===== src/rtl/serial_pkg.sv =====
// Constants shared by both ends of the single-wire serial link:
// FSM state encodings, line levels and a width helper.
package serial_pkg;

    localparam logic [1:0] ST_IDLE  = 2'd0;
    localparam logic [1:0] ST_START = 2'd1;
    localparam logic [1:0] ST_DATA  = 2'd2;
    localparam logic [1:0] ST_STOP  = 2'd3;

    localparam logic LINE_IDLE  = 1'b1;
    localparam logic LINE_START = 1'b0;

    // Width of an index covering 0..n-1, never narrower than one bit.
    function automatic int idx_width(input int n);
        return (n <= 1) ? 1 : $clog2(n);
    endfunction

endpackage


===== src/rtl/serial_tx_frame_baud_counter.sv =====
// Bit-period timer: counts 0..CLKS_PER_BIT-1 and flags the last cycle
// of each bit period. Held at zero while clear is asserted.
module baud_counter #(
    parameter int CLKS_PER_BIT = 16
) (
    input  logic clock,
    input  logic resetp,
    input  logic clear,
    output logic tick
);
    import serial_pkg::*;

    localparam int                CNT_W    = idx_width(CLKS_PER_BIT);
    localparam logic [CNT_W-1:0]  CNT_LAST = CNT_W'(CLKS_PER_BIT - 1);

    logic [CNT_W-1:0] cnt_q;
    logic [CNT_W-1:0] cnt_d;

    always_comb begin
        cnt_d = cnt_q + CNT_W'(1);
        if (clear || (cnt_q == CNT_LAST)) begin
            cnt_d = '0;
        end
    end

    always_ff @(posedge clock or posedge resetp) begin
        if (resetp) begin
            cnt_q <= '0;
        end else begin
            cnt_q <= cnt_d;
        end
    end

    assign tick = (cnt_q == CNT_LAST);

endmodule


===== src/rtl/serial_tx_frame.sv =====
// Serial frame transmitter: start bit, DATA_W data bits LSB first, stop bit,
// each held CLKS_PER_BIT clocks. All outputs come straight from flops.
module serial_tx_frame #(
    parameter int DATA_W       = 8,
    parameter int CLKS_PER_BIT = 16
) (
    input  logic              clock,
    input  logic              resetp,
    input  logic              start,
    input  logic [DATA_W-1:0] data_in,
    output logic              tx,
    output logic              busy,
    output logic              done
);
    import serial_pkg::*;

    localparam int               IDX_W    = idx_width(DATA_W);
    localparam logic [IDX_W-1:0] IDX_LAST = IDX_W'(DATA_W - 1);

    logic [1:0]        state_q, state_d;
    logic [DATA_W-1:0] shift_q, shift_d;
    logic [IDX_W-1:0]  idx_q,   idx_d;
    logic              tx_q,    tx_d;
    logic              busy_q,  busy_d;
    logic              done_q,  done_d;

    logic bit_tick;
    logic baud_clear;

    // The timer idles at zero so it starts a fresh bit period on acceptance.
    assign baud_clear = (state_q == ST_IDLE);

    baud_counter #(
        .CLKS_PER_BIT(CLKS_PER_BIT)
    ) u_baud (
        .clock (clock),
        .resetp(resetp),
        .clear (baud_clear),
        .tick  (bit_tick)
    );

    always_comb begin
        state_d = state_q;
        shift_d = shift_q;
        idx_d   = idx_q;
        tx_d    = tx_q;
        busy_d  = busy_q;
        done_d  = 1'b0;

        case (state_q)
            ST_IDLE: begin
                tx_d   = LINE_IDLE;
                busy_d = 1'b0;
                if (start) begin
                    shift_d = data_in;
                    idx_d   = '0;
                    state_d = ST_START;
                    tx_d    = LINE_START;
                    busy_d  = 1'b1;
                end
            end

            ST_START: begin
                if (bit_tick) begin
                    state_d = ST_DATA;
                    idx_d   = '0;
                    tx_d    = shift_q[0];
                end
            end

            ST_DATA: begin
                if (bit_tick) begin
                    shift_d = shift_q >> 1;
                    if (idx_q == IDX_LAST) begin
                        state_d = ST_STOP;
                        tx_d    = LINE_IDLE;
                    end else begin
                        idx_d = idx_q + IDX_W'(1);
                        // Next bit to send is the new LSB after the shift.
                        tx_d  = shift_d[0];
                    end
                end
            end

            ST_STOP: begin
                if (bit_tick) begin
                    state_d = ST_IDLE;
                    tx_d    = LINE_IDLE;
                    busy_d  = 1'b0;
                    done_d  = 1'b1;
                end
            end

            default: begin
                state_d = ST_IDLE;
                shift_d = '0;
                idx_d   = '0;
                tx_d    = LINE_IDLE;
                busy_d  = 1'b0;
            end
        endcase
    end

    always_ff @(posedge clock or posedge resetp) begin
        if (resetp) begin
            state_q <= ST_IDLE;
            shift_q <= '0;
            idx_q   <= '0;
            tx_q    <= LINE_IDLE;
            busy_q  <= 1'b0;
            done_q  <= 1'b0;
        end else begin
            state_q <= state_d;
            shift_q <= shift_d;
            idx_q   <= idx_d;
            tx_q    <= tx_d;
            busy_q  <= busy_d;
            done_q  <= done_d;
        end
    end

    assign tx   = tx_q;
    assign busy = busy_q;
    assign done = done_q;

endmodule


===== config.mk =====
export PLATFORM = sky130hd
export DESIGN_NAME = serial_tx_frame
export DESIGN_NICKNAME = d
export VERILOG_FILES = /design/src/rtl/serial_pkg.sv /design/src/rtl/serial_tx_frame_baud_counter.sv /design/src/rtl/serial_tx_frame.sv
export SDC_FILE = /design/constraint.sdc
export NUM_CORES = 1
export LEC_CHECK = 0
export ABC_AREA = 1
export BUFFER_PORTS_ARGS = -buffer_cell sky130_fd_sc_hd__buf_4
export CORE_ASPECT_RATIO = 1.5
export CORE_UTILIZATION = 30
export DETAILED_ROUTE_END_ITERATION = 10
export PLACE_DENSITY_LB_ADDON = 0.25
export SLEW_MARGIN = 20
export SYNTH_ARGS = -nofsm -noshare
export SYNTH_HDL_FRONTEND = slang
export SYNTH_SLANG_ARGS = --single-unit

===== constraint.sdc =====
create_clock -name clock -period 1.3 [get_ports clock]
set_input_delay 0.26 -clock clock [delete_from_list [all_inputs] [get_ports clock]]
set_output_delay 0.26 -clock clock [all_outputs]
set_load 0.02 [all_outputs]

* Word level (Yosys, flattened, before mapping)
Cells that the tools add are included.
** Storage, ports and cells
- Register bits :: 20
- Input bits :: 11
- Logic and storage cells :: 56
- Output and inout port bits :: 3
** Cells by class
- Equality and inequality tests :: 11
- Reductions and logical operators :: 10
- Multiplexer cells :: 26
- Add/subtract/negate cells :: 2
** Operators with widths (count)
- two-way mux 8 bit :: 2
- case mux 8 bit (2 select lines) :: 1
- two-way mux 3 bit :: 4
- != test 2 bit (second input constant) :: 6
- two-way mux 2 bit :: 5
- AND reduction 5 bit :: 2
- two-way mux 1 bit :: 9
- case mux 3 bit (3 select lines) :: 1
- case mux 2 bit (4 select lines) :: 1
- AND reduction 3 bit :: 2
- adder 4 x 1 -> 4 bit (second input constant) :: 1
- == test 2 bit (second input constant) :: 2
- == test 4 bit (second input constant) :: 1
- two-way mux 4 bit :: 1
- case mux 1 bit (4 select lines) :: 1
- nonzero test 2 bit :: 2
- adder 3 x 1 -> 3 bit (second input constant) :: 1
- == test 3 bit (second input constant) :: 1
- nonzero test 3 bit :: 1
- == test 2 x 1 -> 1 bit (second input constant) :: 1
- logical NOT 2 bit :: 1
- case mux 1 bit (2 select lines) :: 1
- AND reduction 2 bit :: 1
- logical OR 1 bit :: 1

* Depth between registers and ports, before layout
- Depth after elaboration :: 4
- Mapped depth :: 9
- Depth with buffers taken out :: 8

* Cells and area by module
Synthesis repeated with hierarchy kept, for this count alone.
** Unflattened totals
- Cell total of the unflattened synthesis :: 142
- Area, all modules :: 1202.4 µm²
** Modules (own cells, without submodules)
- serial_tx_frame :: cells an instance 122, sequential area each 401.6 µm², area each 1006.0 µm², times used 1
- baud_counter :: cells an instance 20, sequential area each 100.1 µm², area each 196.4 µm², times used 1

* Least setup slack after synthesis
OpenSTA, ideal clock, no wires.
- Kind :: reg-to-reg
- From :: register state_q[0]
- To :: register shift_q[1]
- Setup slack :: -0.075 ns
- Buffers on the path :: 1
- Arrival :: 1.248 ns
- Cell stages (with the launch flop) :: 10
- Data required time :: 1.173 ns
- Setup time :: 0.127 ns
- Period minus slack after synthesis :: 1.375 ns
- Cells stage by stage :: dfrtp_1 > inv_1 > ha_1 > inv_1 > nor2_1 > nor2_1 > nand2_2 > buf_6 > nand2_1 > o21ai_0
** On the way
- Word-level cells in the longest chain between the ends :: 3
- Elaborated cells on any way between the ends :: 7
- Classes of those cells :: 3 x eq/ne; 1 x mux; 3 x reduce/logical
** Ends and longest elaborated chain
- from (decl) :: RTL line serial_tx_frame.sv:20 : logic [1:0] state_q, state_d;
- from (signal assigned) :: RTL line serial_tx_frame.sv:113 : state_q <= state_d;
- == test 2 bit or logical NOT 2 bit (tied branches) :: RTL line serial_tx_frame.sv:50 : case (state_q)
- != test 2 bit (no line) or nonzero test 2 bit (tied branches)
- AND reduction 3 bit (no line)
- to (signal assigned) :: RTL line serial_tx_frame.sv:114 : shift_q <= shift_d;
- to (decl) :: RTL line serial_tx_frame.sv:21 : logic [DATA_W-1:0] shift_q, shift_d;
Several ways; a longest one is shown, not always the timed one.
A chain may end at the register's enable or synchronous reset.

* Worst setup path in the final report
- From :: register state_q[0]
- To :: register state_q[0]
** On the way
- Word-level cells in the longest chain between the ends :: 3
- Elaborated cells on any way between the ends :: 11
- Classes of those cells :: 8 x eq/ne; 1 x mux; 2 x reduce/logical
** Ends and longest elaborated chain (RTL line)
- == test 2 bit (tied with other cells) :: serial_tx_frame.sv:50
- != test 2 bit (no line)
- AND reduction 5 bit (no line)
Several ways; a longest one is shown, not always the timed one.

==> results.cfg <==
[status]
status = complete, but fails checks
violations = negative setup slack

[sta]
timing_hold_violations_final = 0
maxSlewViolCount = 0
finalCritPeriodShare = 1.04
report.final.setup_viol = 13
tightest_slew_ns = 0.255
fin_ws_ns = -0.0481
relSlewSlack = 0.830
skew_ns = 0.00243
fmax_mhz = 742
rsz0062_at_grt = true
min_period_ns = 1.35

[hold_path]
hp-class = in2async

[synth]
yosys_warnings = 0
yosys.area.top_type = dfrtp_1
netlist.area_leader.share = 0.441
syn_area_mm2 = 0.00108
synth_cell_types = 20
seq_area_frac_synth = 0.466
synth_nets = 144
ys_seq_elements = 20
synth_area_leaders = dfrtp_1 44%, nand2_1 13%, ha_1 9.3%, mux2i_1 6.5%, inv_1 4.9%
avgSynthCellArea_um2 = 8.62
synthCells = 125

[final_layout]
syn_to_final_growth_pct = 45.4
diodes = 0
final_cells = 200
fill_cells = 348
design_area_mm2 = 0.00157
nets = 178
post-route-util = 0.459
drive_gt1_frac = 0.468

[place]
port_buffers = 13
dpl.hpwl_mm = 1.62
place_congestion = 0.725
dpl-instance-area_mm2 = 0.00132
pre_cts_ws_ns = -0.169
dp_cells = 189

[route]
ant_nets = 0
routed_via_density = 4.63
totalWireLength_mm = 2.34
wl_per_cell_um = 11.7
drtPass1Iterations = 4
first_iter_violations = 6
drc = 0
vias = 925

[critical_path]
cpMaxStageDelayCell = dfrtp_1
crit_required_ns = 1.45
slowest_delay_ns = 0.40
cp_common_cell = nand2_1
cp.buffers_inverters = 2
critPathTopFamily = flip-flops
endpoint_kind = flip-flop
worstPathArrival_ns = 1.50
cp_max_fo = 4
crit_path_start_kind = flip-flop
path_class = reg2reg
path_cells = buf_4 > ha_2 > inv_2 > nand2_4 > o21ai_4 > nand2_2 > nand2_1 > nand2_1

[cts]
root_buffer = clkbuf_8
clock_path_buffers = 2
numCtsBuffers = 3
cts_max_level = 1
clk_latency_ns = 0.25
cts_tree = built
clk_pin_slew_ns = 0.07
cts_num_sinks = 20

[floorplan]
rows = 26
coreArea_mm2 = 0.00342
chipHeight_um = 75.4
initial_utilization = 0.315
die_w_um = 50.9
io_pins = 14
die_area_mm2 = 0.00384

[power_and_ir_drop]
power.total_w = 0.00384
cellLeakagePower_nw = 0.784
powerDensity_mw_per_mm2 = 2450
ir_worst_vdd_mv = 1.07

[job]
max_cap_violations = 0

[global_route]
grt_max_degree = 21
grt_use_total = 0.140
gr-total-overflow = 0
antenna_found_initial = 0
first_global_vias = 980
grt_pass1_wl_mm = 4.02
logic make-up after synthesis:
kind of cell	Yosys count	synth area share
xor+xnor	1	0.00813
fa+ha+maj	8	0.0929
mux	7	0.0650
simple gates	56	0.211
compound gates	16	0.0871
flops	20	0.466
buf+inv	17	0.0697
area by class of cell:
| cell class | instances | area, um2 | area share |
|---|---|---|---|
| Multi-Input combinational cell | 89 | 663 | 0.423 |
| Timing Repair Buffer | 30 | 233 | 0.149 |
| Clock buffer | 4 | 55.1 | 0.0351 |
| Inverter | 15 | 61.3 | 0.0391 |
| Tap cell | 42 | 52.6 | 0.0335 |
| Sequential cell | 20 | 502 | 0.320 |
flip-flops by register name, indices dropped and copies added, names as in the netlist:
signal        cells
state_q           2
tx                1
shift_q           8
u_baud.cnt_q      4
idx_q             3
done              1
busy              1
tightest hold or removal path: cells and delay by family:
kind	cells	cell delay [ns]
buffers and inverters	3	0.41
cell usage after synthesis:
master / number
a21oi_1: 1
buf_4: 1
buf_6: 1
dfrtp_1: 19
dfstp_2: 1
ha_1: 8
inv_1: 14
inv_2: 1
mux2i_1: 7
nand2_1: 37
nand2_2: 2
nand3_1: 4
nand4_1: 3
nor2_1: 10
o211ai_1: 1
o21ai_0: 10
o21ai_1: 1
o21ai_2: 2
o32ai_1: 1
xor2_1: 1
through the flow:
step | hold slack [ns] | setup TNS [ns]
3_3_place_gp | 0.309 | -1.16
4_1_cts | 0.0330 | -0.425
6_report | 0.0249 | -0.284
2_1_floorplan | 0.223 | -0.0173
3_5_place_dp | 0.311 | -1.77
5_1_grt | 0.0493 | -1.42
layout by cell type, fill, tap and decap left out, types with 3 or more instances in the layout:
cell type and instances:
nand2_1 26, nand3_1 3, inv_2 5, inv_1 8, nand4_1 3, ha_4 4, buf_4 29, o21ai_1 6
mux2i_1 7, nor2_1 5, nand2_2 11, nand2_4 3, nor2_4 3, o21ai_2 4, clkbuf_8 4, dfrtp_1 19
final timing paths:
kind,depth (start not counted),to,from,slack [ns]
worst max register to register,8,state_q[0],state_q[0],-0.05
worst max-delay path,8,state_q[0],state_q[0],-0.05
min in group clock,3,shift_q[7],data_in[7],0.26
worst min-delay path,3,shift_q[7],resetp,0.02
max in group asynchronous,3,tx,resetp,1.01
worst min register to register,2,shift_q[4],shift_q[4],0.50
where the power goes:
part           leakage, nW  switching (W)  internal (W)
combinational        0.501        0.00126       0.00104
sequential           0.254       0.000177      0.000895
clock               0.0288       0.000199      0.000269
what timing repair did:
item                                    in CTS  in global routing
buffers inserted                             4                  2
pin swaps                                   12                 14
gates resized for setup                     24                 22
gates cloned                                 1                  0
endpoints found under the setup margin      14                 15
hold buffers                                 0                  0
layer usage:
layer	vias up	GRT usage	wire length, um	part of all wire
met5	-	0	0	0
met4	0	0.114	102	0.044
met3	11	0.0279	79	0.034
met2	20	0.249	1290	0.55
met1	427	0.141	861	0.37
li1	467	-	-	-
Note: power is estimated with default switching activity, not from simulation.
